File: config.mk
export PLATFORM = sky130hd
export DESIGN_NAME = fetch_pc_unit
export DESIGN_NICKNAME = d
export VERILOG_FILES = /design/src/rtl/fetch_pkg.sv /design/src/rtl/fetch_skid_buf.sv /design/src/rtl/fetch_pc_unit.sv
export SDC_FILE = /design/constraint.sdc
export NUM_CORES = 1
export LEC_CHECK = 0
export ABC_CLOCK_PERIOD_IN_PS = 2400
export CORE_ASPECT_RATIO = 0.75
export CORE_MARGIN = 5
export CORE_UTILIZATION = 51
export DETAILED_ROUTE_END_ITERATION = 10
export PLACE_DENSITY = 0.87
export SLEW_MARGIN = 0
export SYNTH_ARGS = -nofsm -noshare
export SYNTH_HDL_FRONTEND = slang
export SYNTH_SLANG_ARGS = --single-unit
File: constraint.sdc
create_clock -name clk -period 2.4 [get_ports clk]
set_clock_uncertainty 0.1 [all_clocks]
set_input_delay 0.24 -clock clk [delete_from_list [all_inputs] [get_ports clk]]
set_output_delay 0.24 -clock clk [all_outputs]
set_load 0.03 [all_outputs]
File: src/rtl/fetch_pkg.sv
// fetch_pkg: shared types and constants for the fetch PC unit.
//   fetch_state_e    - request tracking state (IDLE / WAIT / DROP)
//   PC_INCR          - sequential PC step in bytes
//   DEFAULT_RESET_PC - default reset PC
package fetch_pkg;

    typedef enum logic [1:0] {
        IDLE = 2'd0,   // free to issue a request
        WAIT = 2'd1,   // one request outstanding, response wanted
        DROP = 2'd2    // one request outstanding, response is stale
    } fetch_state_e;

    localparam int unsigned PC_INCR          = 4;
    localparam logic [31:0] DEFAULT_RESET_PC = 32'h0000_0000;

endpackage

File: src/rtl/fetch_skid_buf.sv
// fetch_skid_buf: one-entry {instr, pc} holding register behind the decode slot.
// Ports:
//   clk, rst     - clock, synchronous active-high reset
//   load_i       - capture instr_i/pc_i and mark valid
//   pop_i        - entry consumed, mark empty
//   clear_i      - squash entry (dominates load/pop)
//   instr_i/pc_i - entry to capture
//   valid_o      - entry held
//   instr_o/pc_o - held entry
module fetch_skid_buf #(
    parameter int unsigned ADDR_W  = 32,
    parameter int unsigned INSTR_W = 32
) (
    input  logic               clk,
    input  logic               rst,
    input  logic               load_i,
    input  logic               pop_i,
    input  logic               clear_i,
    input  logic [INSTR_W-1:0] instr_i,
    input  logic [ADDR_W-1:0]  pc_i,
    output logic               valid_o,
    output logic [INSTR_W-1:0] instr_o,
    output logic [ADDR_W-1:0]  pc_o
);

    logic               valid_q;
    logic [INSTR_W-1:0] instr_q;
    logic [ADDR_W-1:0]  pc_q;

    // Entry register; clear wins, then load, then pop.
    always_ff @(posedge clk) begin
        if (rst) begin
            valid_q <= 1'b0;
            instr_q <= '0;
            pc_q    <= '0;
        end else if (clear_i) begin
            valid_q <= 1'b0;
        end else if (load_i) begin
            valid_q <= 1'b1;
            instr_q <= instr_i;
            pc_q    <= pc_i;
        end else if (pop_i) begin
            valid_q <= 1'b0;
        end
    end

    assign valid_o = valid_q;
    assign instr_o = instr_q;
    assign pc_o    = pc_q;

endmodule

File: src/rtl/fetch_pc_unit.sv
// fetch_pc_unit: owns the architectural PC, issues one instruction-memory
// request at a time and presents {instr, pc, pc+4} to decode (valid/ready).
// Redirects squash the in-flight fetch, the decode slot and the skid entry.
// Optional build macro FETCH_ALIGN_CHECK_EN adds fetch_misalign: a redirect to
// a non word-aligned target raises it and blocks requests until an aligned
// redirect (or rst).
// Ports:
//   clk, rst                     - clock, synchronous active-high reset
//   redirect_valid/addr          - taken jump/branch and its target
//   imem_req_valid/ready, addr   - memory request (valid is combinational)
//   imem_rsp_valid/data          - memory response, never back-pressured
//   if_valid/ready               - decode slot handshake
//   if_instr, if_pc, if_pc_plus4 - decode slot payload
//   fetch_misalign               - misaligned redirect flag (macro only)
module fetch_pc_unit
    import fetch_pkg::*;
#(
    parameter int unsigned        ADDR_W   = 32,
    parameter int unsigned        INSTR_W  = 32,
    parameter logic [ADDR_W-1:0]  RESET_PC = ADDR_W'(DEFAULT_RESET_PC)
) (
    input  logic               clk,
    input  logic               rst,
    input  logic               redirect_valid,
    input  logic [ADDR_W-1:0]  redirect_addr,
    output logic               imem_req_valid,
    input  logic               imem_req_ready,
    output logic [ADDR_W-1:0]  imem_addr,
    input  logic               imem_rsp_valid,
    input  logic [INSTR_W-1:0] imem_rsp_data,
`ifdef FETCH_ALIGN_CHECK_EN
    output logic               fetch_misalign,
`endif
    output logic               if_valid,
    input  logic               if_ready,
    output logic [INSTR_W-1:0] if_instr,
    output logic [ADDR_W-1:0]  if_pc,
    output logic [ADDR_W-1:0]  if_pc_plus4
);

    localparam logic [ADDR_W-1:0] INCR = ADDR_W'(PC_INCR);

    fetch_state_e       state_q, state_d;
    logic [ADDR_W-1:0]  pc_q, pc_d;
    logic [ADDR_W-1:0]  req_pc_q, req_pc_d;
    logic               out_valid_q, out_valid_d;
    logic [INSTR_W-1:0] out_instr_q, out_instr_d;
    logic [ADDR_W-1:0]  out_pc_q, out_pc_d;

    logic               skid_valid;
    logic [INSTR_W-1:0] skid_instr;
    logic [ADDR_W-1:0]  skid_pc;
    logic               skid_load, skid_pop, skid_clear;

    logic               req_block;
    logic               req_fire;
    logic               rsp_take;
    logic               drain;

`ifdef FETCH_ALIGN_CHECK_EN
    logic               misalign_q, misalign_d;
    assign req_block      = misalign_q;
    assign fetch_misalign = misalign_q;
`else
    assign req_block      = 1'b0;
`endif

    // Request only when nothing is outstanding and the skid can absorb the result.
    assign imem_req_valid = (state_q == IDLE) && !skid_valid && !redirect_valid
                            && !rst && !req_block;
    assign imem_addr      = pc_q;

    assign req_fire = imem_req_valid && imem_req_ready;
    assign rsp_take = (state_q == WAIT) && imem_rsp_valid && !redirect_valid;
    assign drain    = out_valid_q && if_ready;

    // Next-state, PC and decode-slot control.
    always_comb begin
        state_d     = state_q;
        pc_d        = pc_q;
        req_pc_d    = req_pc_q;
        out_valid_d = out_valid_q;
        out_instr_d = out_instr_q;
        out_pc_d    = out_pc_q;
        skid_load   = 1'b0;
        skid_pop    = 1'b0;
        skid_clear  = 1'b0;
`ifdef FETCH_ALIGN_CHECK_EN
        misalign_d  = misalign_q;
`endif

        // Any response ends the outstanding request, wanted or stale.
        case (state_q)
            IDLE: if (req_fire) state_d = WAIT;
            WAIT: begin
                if (imem_rsp_valid)      state_d = IDLE;
                else if (redirect_valid) state_d = DROP;
            end
            DROP: if (imem_rsp_valid) state_d = IDLE;
            default: state_d = IDLE;
        endcase

        if (req_fire) begin
            pc_d     = pc_q + INCR;
            req_pc_d = pc_q;
        end

        if (drain) out_valid_d = 1'b0;

        // Skid is always empty while a request is outstanding, so a response
        // and a skid pop never coincide.
        if (rsp_take) begin
            if (!out_valid_q || drain) begin
                out_valid_d = 1'b1;
                out_instr_d = imem_rsp_data;
                out_pc_d    = req_pc_q;
            end else begin
                skid_load   = 1'b1;
            end
        end else if (drain && skid_valid) begin
            out_valid_d = 1'b1;
            out_instr_d = skid_instr;
            out_pc_d    = skid_pc;
            skid_pop    = 1'b1;
        end

        if (redirect_valid) begin
            pc_d        = redirect_addr;
            out_valid_d = 1'b0;
            skid_clear  = 1'b1;
`ifdef FETCH_ALIGN_CHECK_EN
            misalign_d  = |redirect_addr[1:0];
`endif
        end
    end

    // State registers.
    always_ff @(posedge clk) begin
        if (rst) begin
            state_q     <= IDLE;
            pc_q        <= RESET_PC;
            req_pc_q    <= '0;
            out_valid_q <= 1'b0;
            out_instr_q <= '0;
            out_pc_q    <= '0;
`ifdef FETCH_ALIGN_CHECK_EN
            misalign_q  <= 1'b0;
`endif
        end else begin
            state_q     <= state_d;
            pc_q        <= pc_d;
            req_pc_q    <= req_pc_d;
            out_valid_q <= out_valid_d;
            out_instr_q <= out_instr_d;
            out_pc_q    <= out_pc_d;
`ifdef FETCH_ALIGN_CHECK_EN
            misalign_q  <= misalign_d;
`endif
        end
    end

    fetch_skid_buf #(
        .ADDR_W  (ADDR_W),
        .INSTR_W (INSTR_W)
    ) u_skid (
        .clk     (clk),
        .rst     (rst),
        .load_i  (skid_load),
        .pop_i   (skid_pop),
        .clear_i (skid_clear),
        .instr_i (imem_rsp_data),
        .pc_i    (req_pc_q),
        .valid_o (skid_valid),
        .instr_o (skid_instr),
        .pc_o    (skid_pc)
    );

    assign if_valid    = out_valid_q;
    assign if_instr    = out_instr_q;
    assign if_pc       = out_pc_q;
    assign if_pc_plus4 = out_pc_q + INCR;

endmodule

Word-level counts from Yosys, hierarchy flattened

Cells that the tools add are included.

Output and inout port bits: 130
Word-level logic and storage cells: 64
Register bits: 196
Input bits: 70

Bitwise logic cells: 1
Eq/ne operators: 6
Muxes and demuxes: 24
Reduce and logical (&&, ||, !) cells: 22
$add $sub $neg: 2

Operators by type and width:

| operator                                               | number |
|---|---|
| two-way mux 32 bit                                     | 8 |
| adder 32 x 3 -> 32 bit (second input constant)         | 2 |
| two-way mux 1 bit                                      | 11 |
| logical AND 1 bit                                      | 8 |
| two-way mux 2 bit                                      | 4 |
| case mux 2 bit (3 select lines)                        | 1 |
| nonzero test 2 bit                                     | 3 |
| logical NOT 1 bit                                      | 4 |
| inequality test 2 bit (second input constant)          | 2 |
| AND reduction 2 bit                                    | 2 |
| OR reduction 2 bit                                     | 2 |
| inequality test 3 bit (second input constant)          | 1 |
| AND reduction 3 bit                                    | 1 |
| equality test 2 x 1 -> 1 bit (second input constant)   | 1 |
| equality test 2 bit (second input constant)            | 1 |
| logical NOT 2 bit                                      | 1 |
| inequality test 2 x 1 -> 1 bit (second input constant) | 1 |
| logical OR 1 bit                                       | 1 |
| NOT 1 bit                                              | 1 |

Longest topological paths before layout

Gate-level depths: netlist of run 1.

Depth after elaboration: 7
Depth in mapped cells: 9
Mapped depth without buffers: 6

Modules after synthesis

From an unflattened synthesis of run 1, not the netlist that was laid out.

Cell total of the unflattened synthesis: 1052
Area, all modules: 9623.0 um2

Modules (own cells, without submodules):

| module         | times used | sequential area each (um2) | cells an instance | area each (um2) |
|---|---|---|---|---|
| fetch_pc_unit  | 1          | 2622.5                     | 756               | 6354.8 |
| fetch_skid_buf | 1          | 1301.2                     | 296               | 3268.1 |

Worst setup path before layout of run 1

OpenSTA, ideal clock, no wires.

Path kind: register to output
From: register out_pc_q[4] (netlist: if_pc[4])
To: output if_pc_plus4[31]
Stages on the path, launching flop included: 8
Setup slack: -0.059 ns
Required time: 2.060 ns
Buffers on the path: 2
Arrival: 2.119 ns
Cell sequence: dfxtp_1 > and4_1 > buf_2 > nand3_1 > or2_1 > clkbuf_1 > nor2_1 > xor2_1

Cells in the longest elaborated chain, start to end: 1

Ends and longest elaborated chain:

| what                   | line                 | source |
|---|---|---|
| from (decl)            | fetch_pc_unit.sv:48  | `logic [ADDR_W-1:0] out_pc_q, out_pc_d;` |
| from (signal assigned) | fetch_pc_unit.sv:155 | `out_pc_q <= out_pc_d;` |
| adder 32 x 3 -> 32 bit | fetch_pc_unit.sv:181 | `assign if_pc_plus4 = out_pc_q + INCR;` |
| to (decl)              | fetch_pc_unit.sv:38  | `output logic [ADDR_W-1:0] if_pc_plus4` |

Every way passes these cells.

Worst setup path in the final report of run 1

From: register out_pc_q[14] (netlist: if_pc[14])
To: output if_pc_plus4[29]

Same word-level chain as after synthesis.

==> results of run 1 <==
==> sequential cells by signal, indices dropped and copies added, names as in the netlist <==
| register | count |
|---|---|
| if_instr | 32 |
| if_pc | 32 |
| imem_addr | 32 |
| req_pc_q | 32 |
| u_skid.instr_o | 32 |
| u_skid.pc_o | 32 |
| state_q | 2 |
| if_valid | 1 |
| u_skid.valid_o | 1 |
==> power breakdown <==
group	total (mW)	internal (mW)	switching [mW]
registers	3.37	3.30	0.0681
logic	0.654	0.298	0.356
clock network	3.25	1.97	1.28
total	7.27	5.57	1.70
==> final cells by class <==
class                   instances  share of cell area, %
repair buffers                253                   21.0
inverters                       9                  0.275
flip-flops and latches        196                   32.2
clock buffers                  17                   3.47
well taps                     236                   2.41
multi-input cells             766                   38.6
clock inverters                15                   2.05
==> kinds of logic after synthesis <==
logic type,count (synthesis),share of synthesized area [%]
adders and majority gates,2,0.280
DFF,196,44.0
AOI/OAI and AO/OA,235,18.0
and+or+nand+nor,425,21.5
buffers and inverters,92,5.05
xor gates and xnor gates,35,3.44
muxes,69,7.79
==> stage by stage <==
stage               total power, mW  TNS (ps)  utilization (%)
floorplan                      3.78         0                -
global placement               4.09         0             66.9
detailed placement             4.10         0             66.9
CTS                            7.32     -7.11             71.3
global route                   7.51      -132             72.3
finish                         7.27         0             72.3
==> timing repair <==
item | in CTS | in global routing
buffers inserted | 0 | 8
pin swaps | 5 | 11
resized for setup | 29 | 31
endpoints found under the setup margin | 20 | 23
cloned | 0 | 0
hold buffers | 0 | 0
==> worst min path at each step <==
stage          depth (start not counted)  slack [ps]                              to
2_1_floorplan                          1         220         state_q[1]$_SDFFE_PP0P_
3_3_place_gp                           2         340  u_skid.instr_o[6]$_SDFFE_PP0P_
3_5_place_dp                           2         350    u_skid.pc_o[31]$_SDFFE_PP0P_
4_1_cts                                2           8     u_skid.valid_o$_SDFFE_PP0P_
5_1_grt                                2           7     u_skid.valid_o$_SDFFE_PP0P_
6_report                               2          20     u_skid.valid_o$_SDFFE_PP0P_
==> routing by layer <==
metal	GRT usage [%]	share of wire, %	vias up
met4	5.23	1.4	0
met1	30.4	43	3933
li1	-	-	4020
met2	38.0	48	272
met3	6.42	7.5	27
met5	0	0	-
==> synth_stat cells, types with 2 or more instances <==
cell type and instances:
a211oi_1 28, a211oi_2 36, a21boi_0 2, a21oi_1 114, a22oi_1 8, a2bb2oi_1 2
a31oi_1 12, and2_1 3, and3_1 6, and4_1 7, buf_2 27, buf_4 13
buf_6 3, clkbuf_1 39, dfxtp_1 196, ha_1 2, inv_1 9, mux2_2 3
mux2i_1 66, nand2_1 227, nand3_1 19, nand3b_1 3, nand4_1 20, nor2_1 91
nor2b_1 12, nor3_1 12, nor3b_1 2, o21a_1 3, o21ai_0 18, o22ai_1 5
or2_1 2, or3_1 7, xnor2_1 15, xor2_1 20
==> impl_results.md, run 1 <==
* Largest net degree at the start of global routing at 135
* Die span in y at 125 microns
* Synth Flop Type: dfxtp_1
* Worst R2R End: imem_addr[22]$_SDFFE_PP0P_
* Number of warnings issued by yosys at 0
* EDFF count, synth at 0
* WL/cell at 16.3 microns
* Crit share post-route at 97.9%
* Reg2Reg Depth at 7
* # rows at 41
* Root Buffer: clkbuf_16
* Final Wtd Congestion at 0.885
* # DRC at 0
* Max Cap Viol at 0
* Clk slew on worst S/H paths at 70 ps
* Critical Path Fanout Max at 6
* Number of global-route vias before repair at 7,833
* Fillcell total at 1,293
* Worst-path cell chain: and4_4 > nand4_1 > or2_4 > nor3_4 > xor2_2 > buf_6
* Seq/Total Area, Yosys at 44.0%
* Critical path's top delay family: simple AND/OR/NAND/NOR gates
* CTS tree: yes
* Pre-CTS setup slack at 41.9 ps
* Synth Cell Area at 8920 sq um
* FMAX at 0.426 GHz
* Final Cell Area at 12,300 sq um
* Slew @ Worst Pin at 738 ps
* RSZ-0062 raised after global routing: true
* Synth unique cells at 56
* Clk sinks at 196
* Multi-input logic area at 4740 sq um
* Routed Antenna Nets at 0
* Clock buffer count from CTS at 17
* Worst skew pair latency at 430 ps
* Final setup fails at 0
* HPWL after DPL at 16,700 microns
* Largest stage delay on the critical path at 350 ps
* Post-route insts no fill at 1,492
* Core outline area at 17,000 sq um
* Commonest non-fill, non-tap cell in the layout: nand2_1
* Slew Viols, Final at 0
* Via Count at 8,252
* Critical path's slowest cell: dfxtp_4
* Pleak at 4.33 nW
* Final Hold Viols at 0
* Worst hold slack at 18.0 ps
* CP Launch Point: if_pc[14]$_SDFFE_PP0P_
* Initial DRC count at 599
* WP depth at 6
* Crit end category: primary output
* Starting Density at 52.5%
* Port Buffer Count at 199
* Diodes inserted at 0
* DR pass1 iterations at 7
* Final worst slack at 50.4 ps
* GR Overflow Total at 0
* Setup crit end: if_pc_plus4[29]
* PwrDens at 593 nW/um^2
* #FFs+latches synth at 196
* Critical path startpoint category: flop
* H-tree depth at 4
* First-pass GRT wire length at 39,000 microns
* Register area at 3950 sq um
* Proportion of layout cells with a drive suffix above 1 at 16.3%
* Fin nets at 1,315
* Status: complete, no violations
* Hold Path Class: in2reg
* Post-layout min period at 2350 ps
* IO Pins at 200
* Worst vdd ir at 0.000411 V
* Initial antenna violation count at 0
* Rel. slew slack at 50.8%
* Post-DR vias/cell at 5.53
* Die Width at 163 microns
* CP Data Arrival Time at 2010 ps
* Commonest non-fill, non-tap cells in the layout: nand2_1 (226), dfxtp_1 (182), clkdlybuf4s50_1 (171)
* Max Root-Sink Buffers at 2
* All-layer global routing usage at 23.1%
* Post-synth top area cell: dfxtp_1
* Die ar. at 20,300 sq um
* Post-Synthesis Cells at 1,054
* R2R Setup Slk at 240 ps
* Mapped Nets at 1,126
* Critical R2R Launch: imem_addr[3]$_SDFFE_PP0P_
* Layout Area Growth over Synthesis at 37.6%
* Placed Area at 11,400 sq um
* Crit path buffers/inverters at 1
* Synth Area per Inst at 8.46 sq um
* Routed WL at 24,300 microns
* WS Path Type: reg2out
* Cells after DPL at 1,452
* Worst EP required at 2060 ps
* Async S/R FF share, synth at 0%
* Top cell type's share of synthesized area at 44.0%
* Ranking of synthesized cells by area: dfxtp_1 (44%), nand2_1 (9.6%), mux2i_1 (7.4%)
* Hold Path Origin: redirect_valid
Power figures use the tool's default switching activity.
==> run 2: changes to the inputs <==
- CORE_UTILIZATION: 51 -> 49
- PLACE_DENSITY: 0.87 -> 0.84
- SETUP_SLACK_MARGIN: not set -> 0.2
==> run 2 against run 1 <==
Cell area rose by 1.8%. Count of clock-buffer cells in the layout did not move. Die area rose by 3.8%. Combinational power up 1%. Critical endpoint unchanged.
==> impl_results.md, run 2 (synthesized netlist as in run 1, its figures left out) <==
* # hold bufs at CTS at 0
* HPWL after DPL at 16,400 microns
* Max Cap Viol at 0
* Commonest non-fill, non-tap cell in the layout: nand2_1
* Largest net degree at the start of global routing at 125
* # rows at 42
* Final Cell Area at 12,500 sq um
* All-layer global routing usage at 23.1%
* Critical Path Fanout Max at 6
* Slew @ Worst Pin at 897 ps
* Setup crit end: if_pc_plus4[29]
* Core outline area at 17,800 sq um
* Crit end category: primary output
* Fin nets at 1,328
* CTS tree: yes
* Pleak at 4.40 nW
* Initial DRC count at 847
* Clock buffer count from CTS at 17
* Crit share post-route at 97.4%
* GR Overflow Total at 0
* Diodes inserted at 0
* Final Wtd Congestion at 0.824
* Hold Path Origin: redirect_valid
* Die ar. at 21,000 sq um
* Rel. slew slack at 40.2%
* Worst R2R End: imem_addr[22]$_SDFFE_PP0P_
* Clk slew on worst S/H paths at 70 ps
* Status: complete, no violations
* Largest stage delay on the critical path at 360 ps
* Worst vdd ir at 0.000403 V
* Critical path's slowest cell: or2_4
* Final setup fails at 0
* WL/cell at 16.7 microns
* Clock network power share at 43.2%
* Initial antenna violation count at 0
* R2R Setup Slk at 360 ps
* Sequential Power Share at 47.5%
* Via Count at 8,356
* RSZ-0062 raised after global routing: true
* Placed Area at 11,300 sq um
* Commonest non-fill, non-tap cells in the layout: nand2_1 (224), dfxtp_1 (171), clkdlybuf4s50_1 (168)
* Util after Layout at 70.3%
* DR pass1 iterations at 6
* CP Launch Point: if_pc[13]$_SDFFE_PP0P_
* IO Pins at 200
* Critical path startpoint category: flop
* Post-layout min period at 2340 ps
* Port Buffer Count at 199
* First-pass GRT wire length at 40,900 microns
* # DRC at 0
* Worst-path cell chain: and4_4 > nand4_1 > or2_4 > nor3_4 > xor2_2 > buf_6
* WP depth at 6
* Slew Viols, Final at 0
* Critical path's top delay family: simple AND/OR/NAND/NOR gates
* Clk sinks at 196
* WS Path Type: reg2out
* Hold Path Class: in2reg
* Proportion of layout cells with a drive suffix above 1 at 19.5%
* Starting Density at 50.2%
* Combinational share of power at 9.3%
* Crit path buffers/inverters at 1
* Max Root-Sink Buffers at 2
* Die span in y at 127 microns
* Critical R2R Launch: imem_addr[3]$_SDFFE_PP0P_
* Reg2Reg Depth at 7
* Number of global-route vias before repair at 8,106
* Final Hold Viols at 0
* TNS Setup at 0 ps
* PwrDens at 567 nW/um^2
* Worst skew pair latency at 430 ps
* Post-DR vias/cell at 5.53
* Switching share of total power at 24.4%
* Root Buffer: clkbuf_16
* Worst EP required at 2060 ps
* P_sw at 1.73 mW
* Layout Area Growth over Synthesis at 40.0%
* Routed Antenna Nets at 0
* H-tree depth at 4
* FMAX at 0.428 GHz
* CP Data Arrival Time at 2000 ps
* Routed WL at 25,200 microns
* Die Width at 166 microns
* Int Power at 5.36 mW
==> run 2: timing repair <==
action	4_1_cts	5_1_grt
setup buffers	18	14
endpoints found under the setup margin	29	35
resized for setup	71	46
hold endpoints to repair	0	0
pin swaps	13	17
==> run 2: worst min path at each step <==
stage / end / slack [ps] / cells past startpoint
after global placement: u_skid.instr_o[12]$_SDFFE_PP0P_ / 340 / 2
after floorplan: state_q[1]$_SDFFE_PP0P_ / 220 / 1
after detailed placement: u_skid.pc_o[30]$_SDFFE_PP0P_ / 350 / 2
final: u_skid.valid_o$_SDFFE_PP0P_ / 80 / 2
after global routing: u_skid.valid_o$_SDFFE_PP0P_ / 100 / 2
after CTS: u_skid.valid_o$_SDFFE_PP0P_ / 60 / 2
==> run 2: cell type report <==
class,count,area [sq um]
clock inverter,15,203
tap,242,303
inverter,9,33.8
multi-input combinational,766,4850
sequential,196,3980
clock buffer,17,425
fill,1362,5270
timing repair buffer,266,2690
==> run 2: power by group through the flow <==
stage	logic [mW]	clock network [mW]	registers (mW)
final	0.661	3.06	3.37
after global routing	0.706	3.24	3.38
after CTS	0.659	3.11	3.37
after detailed placement	0.650	0	3.45
after global placement	0.639	0	3.45
after floorplan	0.243	0	3.53
==> run 2: per-stage QoR <==
stage / power [mW] / hold slack [ps] / cells / worst slack [ps]
4_1_cts: 7.13 / 57.8 / 1497 / 26.6
5_1_grt: 7.33 / 100 / 1511 / -57.4
6_report: 7.09 / 83.3 / 1511 / 61.5
3_5_place_dp: 4.10 / 346 / 1447 / 58.5
2_1_floorplan: 3.78 / 217 / 1054 / 188
3_3_place_gp: 4.09 / 341 / 1447 / 153
==> run 2: layer usage <==
layer  up-vias  routed length, microns  global-route usage [%]  part of all wire (%)
li1       4051                       -                       -                     -
met1      4025                   10900                    29.7                    43
met2       247                   12600                    39.7                    50
met3        33                    1350                    5.41                   5.3
met4         0                     389                    5.58                   1.5
met5         -                       0                       0                     0
